File: src/rtl/mem_pkg.sv
// ============================================================================
// Module   : mem_pkg
// Purpose  : Shared memory-side types and constants for the store buffer.
// Revision : 1.0
// ============================================================================
`default_nettype none

package mem_pkg;

   localparam int WORD_ADDR_HI = 31;
   localparam int WORD_ADDR_LO = 2;
   localparam int SB_DEPTH     = 4;

   typedef struct packed {
      logic                                 valid;
      logic [WORD_ADDR_HI-WORD_ADDR_LO:0]   addr;
      logic [31:0]                          data;
   } sb_entry_t;

   function automatic logic [WORD_ADDR_HI-WORD_ADDR_LO:0] wordAddr(input logic [31:0] byteAddr);
      return byteAddr[WORD_ADDR_HI:WORD_ADDR_LO];
   endfunction

endpackage

`default_nettype wire

File: src/rtl/store_buffer_if.sv
// ============================================================================
// Module   : store_buffer_if
// Purpose  : Store/load/data-memory signal bundle around the store buffer.
// Revision : 1.0
// ============================================================================
`default_nettype none

interface store_buffer_if
   import mem_pkg::*;
#(
   parameter int DEPTH = SB_DEPTH,
   parameter int PTR_W = $clog2(DEPTH)
);

   logic             st_valid;
   logic [31:0]      st_addr;
   logic [31:0]      st_data;
   logic             st_ready;
   logic             ld_valid;
   logic [31:0]      ld_addr;
   logic             ld_hit;
   logic [31:0]      ld_data;
   logic             dm_we;
   logic [31:0]      dm_addr;
   logic [31:0]      dm_wdata;
   logic             empty;
   logic [PTR_W:0]   count;

   // MEM-stage side
   modport master (
      output st_valid, st_addr, st_data, ld_valid, ld_addr,
      input  st_ready, ld_hit, ld_data, dm_we, dm_addr, dm_wdata, empty, count
   );

   // Buffer side
   modport slave (
      input  st_valid, st_addr, st_data, ld_valid, ld_addr,
      output st_ready, ld_hit, ld_data, dm_we, dm_addr, dm_wdata, empty, count
   );

endinterface

`default_nettype wire

File: src/rtl/sb_fwd_match.sv
// ============================================================================
// Module   : sb_fwd_match
// Purpose  : Youngest-match store-to-load forwarding search over buffer entries.
// Revision : 1.0
// ============================================================================
`default_nettype none

module sb_fwd_match
   import mem_pkg::*;
#(
   parameter int DEPTH = SB_DEPTH,
   parameter int PTR_W = $clog2(DEPTH)
) (
   input  sb_entry_t                           i_entries [DEPTH],
   input  logic [PTR_W-1:0]                    i_tailPtr,
   input  logic [WORD_ADDR_HI-WORD_ADDR_LO:0]  i_ldWordAddr,
   output logic                                o_hit,
   output logic [31:0]                         o_data
);

   logic [PTR_W-1:0] w_idx;

   // Walk from tail-1 (youngest) back towards the oldest; first match wins.
   always_comb begin
      o_hit  = 1'b0;
      o_data = '0;
      w_idx  = '0;
      for (int i = 0; i < DEPTH; i++) begin
         w_idx = i_tailPtr - PTR_W'(i + 1);
         if (!o_hit && i_entries[w_idx].valid && (i_entries[w_idx].addr == i_ldWordAddr)) begin
            o_hit  = 1'b1;
            o_data = i_entries[w_idx].data;
         end
      end
   end

endmodule

`default_nettype wire

File: src/rtl/store_buffer.sv
// ============================================================================
// Module   : store_buffer
// Purpose  : In-order word store FIFO draining to data memory when no load
//            uses the port, with youngest-entry load forwarding.
// Revision : 1.0
// ============================================================================
`default_nettype none

module store_buffer
   import mem_pkg::*;
#(
   parameter int DEPTH = SB_DEPTH,
   parameter int PTR_W = $clog2(DEPTH)
) (
   input  logic            clk,
   input  logic            reset,
   store_buffer_if.slave   sb
);

   sb_entry_t                           r_entries [DEPTH];
   logic [PTR_W-1:0]                    r_head;
   logic [PTR_W-1:0]                    r_tail;
   logic [PTR_W:0]                      r_count;

   logic                                w_enq;
   logic                                w_drain;
   logic                                w_notEmpty;
   logic [WORD_ADDR_HI-WORD_ADDR_LO:0]  w_ldWordAddr;
   logic                                w_unusedAddrBits;

   assign w_notEmpty   = (r_count != '0);
   // Full is judged on current occupancy only; a same-cycle drain does not free a slot.
   assign sb.st_ready  = (r_count != (PTR_W+1)'(DEPTH));
   assign w_enq        = sb.st_valid && sb.st_ready;
   assign w_drain      = w_notEmpty && !sb.ld_valid;

   assign sb.empty     = !w_notEmpty;
   assign sb.count     = r_count;
   assign sb.dm_we     = w_drain;
   assign sb.dm_addr   = {r_entries[r_head].addr, 2'b00};
   assign sb.dm_wdata  = r_entries[r_head].data;

   assign w_ldWordAddr     = wordAddr(sb.ld_addr);
   assign w_unusedAddrBits = ^{sb.st_addr[1:0], sb.ld_addr[1:0]};

   always_ff @(posedge clk or posedge reset) begin
      if (reset) begin
         for (int i = 0; i < DEPTH; i++) begin
            r_entries[i] <= '0;
         end
         r_head  <= '0;
         r_tail  <= '0;
         r_count <= '0;
      end else begin
         if (w_enq) begin
            r_entries[r_tail].valid <= 1'b1;
            r_entries[r_tail].addr  <= wordAddr(sb.st_addr);
            r_entries[r_tail].data  <= sb.st_data;
            r_tail                  <= r_tail + 1'b1;
         end
         if (w_drain) begin
            r_entries[r_head].valid <= 1'b0;
            r_head                  <= r_head + 1'b1;
         end
         case ({w_enq, w_drain})
            2'b10:   r_count <= r_count + 1'b1;
            2'b01:   r_count <= r_count - 1'b1;
            default: r_count <= r_count;
         endcase
      end
   end

   sb_fwd_match #(
      .DEPTH        (DEPTH),
      .PTR_W        (PTR_W)
   ) u_fwdMatch (
      .i_entries    (r_entries),
      .i_tailPtr    (r_tail),
      .i_ldWordAddr (w_ldWordAddr),
      .o_hit        (sb.ld_hit),
      .o_data       (sb.ld_data)
   );

endmodule

`default_nettype wire
File: src/flat_wrapper.sv
// flat-port wrapper written by rule: the top's interface ports become plain ports
module store_buffer_flat import mem_pkg::*;
#(
   parameter int DEPTH = SB_DEPTH,
   parameter int PTR_W = $clog2(DEPTH)
)
  (clk, reset, sb_st_valid, sb_st_addr, sb_st_data, sb_ld_valid, sb_ld_addr, sb_st_ready, sb_ld_hit, sb_ld_data, sb_dm_we, sb_dm_addr, sb_dm_wdata, sb_empty, sb_count);
  store_buffer_if #(.DEPTH(DEPTH), .PTR_W(PTR_W)) sb_i ();
  input  logic clk;
  input  logic reset;
  input wire logic [$bits(sb_i.st_valid)-1:0] sb_st_valid;
  input wire logic [$bits(sb_i.st_addr)-1:0] sb_st_addr;
  input wire logic [$bits(sb_i.st_data)-1:0] sb_st_data;
  input wire logic [$bits(sb_i.ld_valid)-1:0] sb_ld_valid;
  input wire logic [$bits(sb_i.ld_addr)-1:0] sb_ld_addr;
  output wire logic [$bits(sb_i.st_ready)-1:0] sb_st_ready;
  output wire logic [$bits(sb_i.ld_hit)-1:0] sb_ld_hit;
  output wire logic [$bits(sb_i.ld_data)-1:0] sb_ld_data;
  output wire logic [$bits(sb_i.dm_we)-1:0] sb_dm_we;
  output wire logic [$bits(sb_i.dm_addr)-1:0] sb_dm_addr;
  output wire logic [$bits(sb_i.dm_wdata)-1:0] sb_dm_wdata;
  output wire logic [$bits(sb_i.empty)-1:0] sb_empty;
  output wire logic [$bits(sb_i.count)-1:0] sb_count;
  assign sb_i.st_valid = sb_st_valid;
  assign sb_i.st_addr = sb_st_addr;
  assign sb_i.st_data = sb_st_data;
  assign sb_i.ld_valid = sb_ld_valid;
  assign sb_i.ld_addr = sb_ld_addr;
  assign sb_st_ready = sb_i.st_ready;
  assign sb_ld_hit = sb_i.ld_hit;
  assign sb_ld_data = sb_i.ld_data;
  assign sb_dm_we = sb_i.dm_we;
  assign sb_dm_addr = sb_i.dm_addr;
  assign sb_dm_wdata = sb_i.dm_wdata;
  assign sb_empty = sb_i.empty;
  assign sb_count = sb_i.count;
  store_buffer #(.DEPTH(DEPTH), .PTR_W(PTR_W)) u_core (.clk(clk), .reset(reset), .sb(sb_i));
endmodule
File: config.mk
export PLATFORM = sky130hd
export DESIGN_NAME = store_buffer_flat
export DESIGN_NICKNAME = d
export VERILOG_FILES = /design/src/rtl/mem_pkg.sv /design/src/rtl/store_buffer_if.sv /design/src/rtl/sb_fwd_match.sv /design/src/rtl/store_buffer.sv /design/src/flat_wrapper.sv
export SDC_FILE = /design/constraint.sdc
export NUM_CORES = 1
export LEC_CHECK = 0
export CORE_AREA = 2 2 178 223
export DETAILED_ROUTE_END_ITERATION = 10
export DIE_AREA = 0 0 180 225
export MAX_ROUTING_LAYER = met4
export PLACE_DENSITY_LB_ADDON = 0.12
export SLEW_MARGIN = 25
export SYNTH_ARGS = -nofsm -noshare
export SYNTH_HDL_FRONTEND = slang
export SYNTH_SLANG_ARGS = --single-unit
File: constraint.sdc
create_clock -name clk -period 8.51 [get_ports clk]
set_input_delay 1.702 -clock clk [delete_from_list [all_inputs] [get_ports clk]]
set_output_delay 1.702 -clock clk [all_outputs]
set_load 0.01 [all_outputs]
-- After elaboration in Yosys (flattened, before gate mapping)
Cells that the tools add are included.
- register bits after elaboration: 259
- output and inout bits: 103
- word-level logic and storage cells: 97
- $add $sub $neg: 7
- magnitude comparators: 7
- equality and inequality tests: 7
- muxes and demuxes: 38
- bitwise logic cells: 5
- reductions and logical operators: 18
- operator list (kind ; count):
    252-bit bitwise mux ; 4
    63-bit binary-select mux with 2-bit select ; 5
    63-bit 2-to-1 mux ; 10
    63-bit demux with 2-bit select ; 4
    252-bit 2-to-1 mux ; 2
    62-bit 2-to-1 mux ; 3
    32-bit 2-to-1 mux ; 5
    30-bit == test ; 4
    3-bit >= comparator, second input constant ; 5
    2-bit inverter with 3-bit output ; 5
    1-bit logical AND ; 11
    3-bit by 1-bit < comparator with 1-bit output, second input constant ; 2
    3-bit case mux with 2 select lines ; 1
    1-bit logical NOT ; 5
    2-bit by 1-bit adder with 2-bit output, second input constant ; 2
    1-bit 2-to-1 mux ; 4
    2-bit subtractor, second input constant ; 2
    3-bit by 1-bit adder with 3-bit output, second input constant ; 1
    3-bit != test, second input constant ; 1
    3-bit nonzero test ; 1
    3-bit by 1-bit subtractor with 3-bit output, second input constant ; 1
    2-bit by 1-bit == test with 1-bit output, second input constant ; 1
    2-bit == test, second input constant ; 1
    2-bit nonzero test ; 1
    2-bit by 1-bit subtractor with 2-bit output, second input constant ; 1

-- Depth between registers and ports, before layout
- depth after elaboration: 20
- gate-level depth with buffers: 22

-- Cells and area by module
A second synthesis with hierarchy kept.
- cells, all modules: 1782
- area total of the unflattened synthesis: 21082.7 um2
- by module, submodules not included (module ; times used ; cells an instance ; area an instance (um2) ; seq. area each (um2)):
    store_buffer ; 1 ; 655 ; 12558.3 ; 6481.2
    sb_fwd_match ; 1 ; 1127 ; 8524.4 ; 0.0

-- Worst setup path before layout
Ideal clock, no wire load.
- path kind: flip-flop to output port
- from: reg u_core.r_tail[1]
- to: out sb_ld_data[10]
- arrival time: 4983 ps
- setup slack: 1825 ps
- cell stages (with the launch flop): 21
- cells stage by stage: dfrtp_1 > buf_2 > buf_2 > buf_4 > buf_1 > clkbuf_1 > inv_1 > ha_1 > buf_2 > buf_4 > buf_4 > mux4_2 > xnor2_1 > nand4_1 > a211oi_1 > nand4_1 > clkinv_1 > or4_1 > buf_2 > buf_6 > o22ai_1
- cells in the longest elaborated chain, start to end: 20
- elaborated cells on any way between the ends: 40
- classes of those cells: add/sub (3); eq/ne (4); mux (19); bitwise (4); reduce/logical (10)
- RTL lines (what ; line ; RTL):
    start: declaration ; store_buffer.sv:22 ; logic [PTR_W-1:0] r_tail;
    start signal: assignment ; store_buffer.sv:59 ; r_tail <= r_tail + 1'b1;
    2-bit by 1-bit subtractor with 2-bit output ; sb_fwd_match.sv:29 ; w_idx = i_tailPtr - PTR_W'(i + 1);
    2-bit inverter with 3-bit output (implied by the code) ; sb_fwd_match.sv:30, sb_fwd_match.sv:32 ;
    63-bit binary-select mux with 2-bit select ; sb_fwd_match.sv:30, sb_fwd_match.sv:32 ;
    63-bit 2-to-1 mux (implied by the code) (2 in a row) ; sb_fwd_match.sv:32 ; o_data = i_entries[w_idx].data;
    30-bit == test ; sb_fwd_match.sv:30 ; if (!o_hit && i_entries[w_idx].valid && (i_entries[w_idx].addr == i_ldWordAddr)) begin
    1-bit logical AND ; sb_fwd_match.sv:30 ;
    1-bit 2-to-1 mux ; sb_fwd_match.sv:30 ;
    1-bit logical NOT ; sb_fwd_match.sv:30 ;
    1-bit logical AND (2 in a row) ; sb_fwd_match.sv:30 ;
    1-bit 2-to-1 mux ; sb_fwd_match.sv:30 ;
    1-bit logical NOT ; sb_fwd_match.sv:30 ;
    1-bit logical AND (2 in a row) ; sb_fwd_match.sv:30 ;
    1-bit 2-to-1 mux ; sb_fwd_match.sv:30 ;
    1-bit logical NOT ; sb_fwd_match.sv:30 ;
    1-bit logical AND (2 in a row) ; sb_fwd_match.sv:30 ;
    32-bit 2-to-1 mux * ; sb_fwd_match.sv:30 ;
    end: declaration ; flat_wrapper.sv:18 ; output wire logic [$bits(sb_i.ld_data)-1:0] sb_ld_data;
Every way passes the cells marked *; elsewhere a longest branch is shown, timed or not. The select of a mux whose other input is x is not followed.

-- Final worst setup path
- from: reg u_core.r_tail[1]
- to: out sb_ld_data[26]
Same word-level chain as after synthesis.

==> flow_summary.yaml <==
status:
  status: "finished, final reports clean"
final_layout:
  areaGrowthSynthToFinish_pct: 16.5
  post_route_cells_drive_above_1_share_pct: 39.0
  fillers: 3006
  nNetsFinal: 1680
  final_core_util_pct: 61.5
  finalNonFillerCells: 2087
  sequential_cell_area_um2: 6500
  multi_input_logic_area_um2: 12800
pwr:
  report.power.total_uw: 11600
  power.combinational.fraction_pct: 62.5
  switchingPower_uw: 4640
  power-per-cell-area_nw_per_um2: 496
  power.switching_fraction_pct: 39.9
  pwr-share-seq_pct: 25.0
  cell_internal_pwr_uw: 6990
  clock_power_share_pct: 12.6
  leakagePower_uw: 0.00885
  vdd_drop_max_uv: 268
critical_path:
  worstSetupPathDepth: 14
  crit_start: "u_core.r_tail[1]$_DFFE_PP0P_"
  cp_top_family: "buffers and inverters"
  crit-reg2reg-launch: "u_core.r_tail[0]$_DFFE_PP0P_"
  required_ps: 6810
  path_cells: "inv_1 -> ha_4 -> buf_4 -> mux4_2 -> xnor2_1 -> o2111ai_1 -> nor4b_1 -> nand4_1 -> buf_4 -> clkinv_1 -> or4_1 -> buf_4 -> o22ai_1 -> clkdlybuf4s50_1"
  criticalPathCategory: "reg -> out"
  critPathCapture: "sb_ld_data[26]"
  critical_path.max_stage_delay_ps: 740
  critical_path.endpoint_type: "output pin"
  critPathArrivalTime_ps: 6210
  r2r_slack_ps: 5510
  crit_fanout: 37
  worst_path_most_repeated_cell: "sky130_fd_sc_hd__buf_4"
  setup.worst_path.start_class: "register"
  timing.critical_path.buf_inv: 6
  reg2reg_depth: 5
  worst_path_max_delay_cell: "sky130_fd_sc_hd__ha_4"
synth:
  synthesis.area_per_instance_um2: 13.8
  synthArstFlopShare_pct: 100
  post-synth-top-area-fraction_pct: 32.2
  synth-seq-area-share_pct: 32.2
  yosysMostFrequentCell: "sky130_fd_sc_hd__mux4_2"
  syn_inst: 1464
  synthFlopType: "sky130_fd_sc_hd__dfrtp_1"
  synth_top_cell_by_area: "sky130_fd_sc_hd__dfrtp_1"
  synth_cell_types: 51
  synth.top_cells.by_count: "sky130_fd_sc_hd__mux4_2, sky130_fd_sc_hd__dfrtp_1, sky130_fd_sc_hd__mux2_2"
  synth_enable_flop_cells: 0
  netlist_area_um2: 20100
  yosysWarnings: 0
  netlist_top_cells_area: "sky130_fd_sc_hd__dfrtp_1, sky130_fd_sc_hd__mux4_2, sky130_fd_sc_hd__mux2_2"
  synth-seq-cells: 259
route:
  detail_route.wirelength_um: 59100
  initialDrtViolationCount: 1012
  detail_route.wl_per_cell_um: 28.3
  mean_number_of_vias_per_cell: 6.88
  drtPass1Iterations: 7
  route.vias.total: 14400
  drc_errors: 0
  detail-route-antenna-nets: 0
floorplanning:
  io_pins: 203
  placementRows: 80
  die_area_um2: 40500
  die_height_um: 225
  placeableCoreArea_um2: 38100
  start_util_pct: 52.8
  chipWidth_um: 180
timing:
  final-setup-viol-count: 0
  timing.hold.ws_ps: 521
  slew-limit-headroom_pct: 34.6
  report.final.hold_viol_count: 0
  fin_worst_skew_ps: 20.1
  timing.final.crit_period_ps: 7910
  setup_repair_after_global_routing_missed_its_margin: "false"
  clock.fmax_mhz: 126
  layout_worst_path_cycle_share_pct: 93.0
  worst_pin_slew_ps: 956
  slew_violations: 0
  timing.setup.tns_ps: 0
placed_design:
  place.detailed.hpwl_um: 38400
  rd_place_congestion: 1.00
  numPortBuffers: 196
  numPlacedInstances: 2030
global_route:
  grtUsageTotal_pct: 30.2
  grt_antenna_before_repair: 2
  first_global_vias: 14800
  grt_use_met1_pct: 37.0
  met2_track_utilization_from_global_routing_pct: 50.2
  grt.overflow.total: 0
  top_usage_layer: "met2"
  m3_gr_usage_pct: 4.93
  first_pass_grt_wire_length_um: 91200
  grt_max_degree: 163
clock_network:
  post-cts-setup-buffers: 0
  clock_tree.htree_level_count: 1
  clock_buffers_created_by_tritoncts: 30
  tritoncts_clock_tree: "built"
  cts_root_buffer: "sky130_fd_sc_hd__clkbuf_16"
  postCtsResizedCells: 0
  cts.sink_count: 259
  clk_pin_slew_worst_paths_ps: 60
  max-clock-path-buffers: 3
  insertion_delay_ps: 590
  hold_buffers: 0
job:
  max_cap_viol_count: 0
worst_hold_path:
  hold_path_class: "reg -> reg"
stage by stage:
stage               setup slack [ps]  area (um2)
floorplan                       1820       20200
global placement                 957       22300
detailed placement               945       22300
CTS                              554       23500
global route                     300       23500
finish                           599       23500
worst min path at each step:
stage                                          from                         endpoint  slack, ps  depth (start not counted)
floorplan           u_core.r_entries[188]$_DFF_PP0_  u_core.r_entries[188]$_DFF_PP0_        540                          2
global placement     u_core.sb.count[2]$_DFFE_PP0P_   u_core.sb.count[2]$_DFFE_PP0P_        510                          1
detailed placement   u_core.sb.count[2]$_DFFE_PP0P_   u_core.sb.count[2]$_DFFE_PP0P_        510                          1
CTS                  u_core.sb.count[2]$_DFFE_PP0P_   u_core.sb.count[2]$_DFFE_PP0P_        530                          1
global route         u_core.sb.count[2]$_DFFE_PP0P_   u_core.sb.count[2]$_DFFE_PP0P_        540                          1
finish               u_core.sb.count[2]$_DFFE_PP0P_   u_core.sb.count[2]$_DFFE_PP0P_        520                          1
cell type report:
type,instances,share of cell area (%)
clock buffers,43,3.84
multi-input cells,1010,54.7
repair buffers,223,9.47
inverters,46,0.752
diodes,2,0.0213
flip-flops and latches,259,27.7
clock inverters,12,0.906
well taps,492,2.62
power by group through the flow:
stage	Clock [uW]	Sequential, uW	Combinational [uW]
floorplan	0	2460	5560
global placement	0	2800	7190
detailed placement	0	2890	7260
CTS	1490	2870	7310
global route	1530	3030	7680
finish	1460	2900	7260
layer usage:
metal | share of wire (%) | up-vias
met1 | 38 | 7646
met2 | 52 | 514
met3 | 5.9 | 114
li1 | - | 6087
met5 | 0 | -
met4 | 4.6 | 0
cell usage in the layout (no fill, tap or decap), types with 9 or more instances in the layout:
cell type,n
sky130_fd_sc_hd__o22ai_1,40
sky130_fd_sc_hd__clkdlybuf4s50_1,196
sky130_fd_sc_hd__nor2_1,41
sky130_fd_sc_hd__buf_4,21
sky130_fd_sc_hd__nor4_1,9
sky130_fd_sc_hd__a311oi_1,32
sky130_fd_sc_hd__nand4_1,15
sky130_fd_sc_hd__inv_1,44
sky130_fd_sc_hd__mux2i_1,76
sky130_fd_sc_hd__dfrtp_1,255
sky130_fd_sc_hd__mux4_2,278
sky130_fd_sc_hd__mux2_2,253
sky130_fd_sc_hd__xnor2_1,68
sky130_fd_sc_hd__nor3b_1,32
sky130_fd_sc_hd__a21oi_1,21
sky130_fd_sc_hd__clkbuf_16,31
sky130_fd_sc_hd__nand2_1,12
sky130_fd_sc_hd__o21ai_0,9
sky130_fd_sc_hd__xor2_1,50
cells by family after synthesis:
logic type	Yosys count	share of synthesized area (%)
flip-flops	259	32.2
AND/OR/NAND/NOR	134	3.63
buffers and inverters	196	4.42
multiplexers	607	49.0
AO/OA/AOI/OAI	139	4.98
other	1	0.0186
adder cells (fa/ha/maj)	10	0.658
XOR/XNOR	118	5.13
Power figures use the tool's default switching activity.
==> patch: new RTL, same settings <==
Change the package constant `SB_DEPTH` from 4 to 2.
--- a/src/rtl/mem_pkg.sv
+++ b/src/rtl/mem_pkg.sv
@@ -11,3 +11,3 @@
    localparam int WORD_ADDR_LO = 2;
-   localparam int SB_DEPTH     = 4;
+   localparam int SB_DEPTH     = 2;
 
Interface: changed (resized sb_count); port bits go from 203 to 202. No check against the original RTL was run, so the function may have changed too.
==> patch against the original RTL <==
- core utilization shrank 31 points
- area after synthesis is 57% lower
- largest cell class unchanged
- final area fell by 51%
- sequential cell count is 129 lower
- sequential share of layout area up 0.66 points
- total power decreased by 62%
- routed wire length is 50% lower
- register-to-register slack worse by 210 ps
- highest routed layer unchanged
- critical path type is now input port to output port
- via count fell by 55%
- worst setup slack improved by 1100 ps
- critical path depth is 5 lower
==> patch: results (changes against the original RTL) <==
global_route:
  grtUsageTotal: 0.1513  # -0.1510
  grt_max_degree: 100  # -39%
  antenna_found_initial: 2  # unchanged
  grt_pass1_wl_mm: 44.06  # -52%
  grt_overflow_total: 0  # unchanged
  grt_pass1_vias: 6847  # -54%
sta:
  finClkSkew_ps: 5.335  # -14.74 ps
  slew_headroom: 0.3719  # +0.02590
setup_path:
  crit_path_top_delay_cell: "nor4_1"
  worst_ep_arrival_time_ps: 5080  # -1130 ps
  slowest_delay_ps: 620  # -120 ps
  path_max_fanout: 33  # -11%
  crit_family: "buffers and inverters"
clock_network:
  clkLatencyLatePin_ps: 430  # -160 ps
  cts_buffer_depth: 2  # -1
  cts_made_buffers: 17  # -43%
  cts-root-buf: "clkbuf_16"
  htreeDepth: 4  # +3
logic_synthesis:
  synth_area_leaders: "dfrtp_1, mux2_2, mux2i_1, xnor2_1, nand2b_1"
  synth_commonest_cells: "mux2_2, dfrtp_1, nand2b_1, xnor2_1, mux2i_1"
  synth_compound_area_frac: 0.1150  # +0.06518
  muxShareOfSynthArea: 0.3120  # -0.1780
  synth_xor_area_frac: 0.06844  # +0.01714
  syn_area_per_cell_um2: 11.57  # -16%
  synth_fa_ha_area_frac: 0.001459  # -0.005124
  synth_seq_area_share: 0.3794  # +0.05770
  synth_cell_types: 39  # -24%
route:
  routed-via-count: 6515  # -55%
  dr.first_iter.drc_count: 260  # -74%
  drtPass1Iterations: 4  # -3
  wirelength_mm: 29.35  # -50%
  viasPerCell: 4.624  # -33%
  antenna_left: 0  # unchanged
final_layout:
  area_growth_pct: 34.16
  final_nets: 1006  # -40%
  drive_gt1_frac: 0.2721  # -0.1177
power_and_ir_drop:
  p_leak_nw: 4.227  # -52%
  ir_worst_vdd_v: 0.0001795  # -33%
place:
  gp_congestion: 0.7055  # -29%
  dpl-instance-area_mm2: 0.01098  # -51%
  place_inst: 1378  # -32%
  portBuffers: 195  # -0.51%
  dp_hpwl_mm: 19.30  # -50%
hold_path:
  hold_path.class: "register to register"
outcome:
  status: "complete, no violations"
-- patch: worst paths after layout --
kind	slack [ps]	startpoint	cells after the start	endpoint
worst max-delay path	1730	sb_ld_addr[29]	9	sb_ld_data[29]
worst max register to register	5300	u_core.r_tail	4	register
min in group asynchronous	1800	reset	2	u_core.sb.count[1]
worst min-delay path	530	u_core.sb.count[1]	1	u_core.sb.count[1]
worst min register to register	530	u_core.sb.count[1]	1	u_core.sb.count[1]
max in group asynchronous	5410	reset	3	asynchronous set/reset pin
-- patch: through the flow --
| stage | setup WS [ps] | hold WS [ps] | power [W] |
|---|---|---|---|
| after floorplan | 3339 | 485.5 | 0.002812 |
| after global placement | 1672 | 521.2 | 0.003772 |
| after detailed placement | 1628 | 528.1 | 0.003785 |
| after CTS | 1622 | 537.1 | 0.004502 |
| after global routing | 1517 | 558.5 | 0.004718 |
| final | 1725 | 526.2 | 0.004396 |
-- patch: report_power, final --
part / total [W] / switching (W) / internal (W)
logic: 0.00238 / 0.00101 / 0.00137
registers: 0.00133 / 0.000390 / 0.000945
clock network: 0.000683 / 0.000283 / 0.000400
total: 0.00440 / 0.00168 / 0.00271
-- patch: routing by layer --
metal,GRT usage,vias up,share of wire
met1,0.1764,3258,0.43
met5,-,-,0
met4,0.03698,0,0.010
met2,0.2612,137,0.52
met3,0.03765,20,0.042
li1,-,3100,-
-- patch: worst reg2reg max path, delay by kind of cell (launching register included) --
kind	cells	cell delay [ps]
buffers and inverters	2	1350
DFF	1	830
and+or+nand+nor	1	510
muxes	1	410
-- patch: cell type report --
cell class                      count  area (um2)
Antenna cell                        2       5.005
Clock buffer                       21       450.4
Clock inverter                      8       65.06
Fill cell                        3958       26630
Inverter                            2       12.51
Multi-Input combinational cell    545        5037
Sequential cell                   130        3261
Tap cell                          492       615.6
Timing Repair Buffer              209        2057
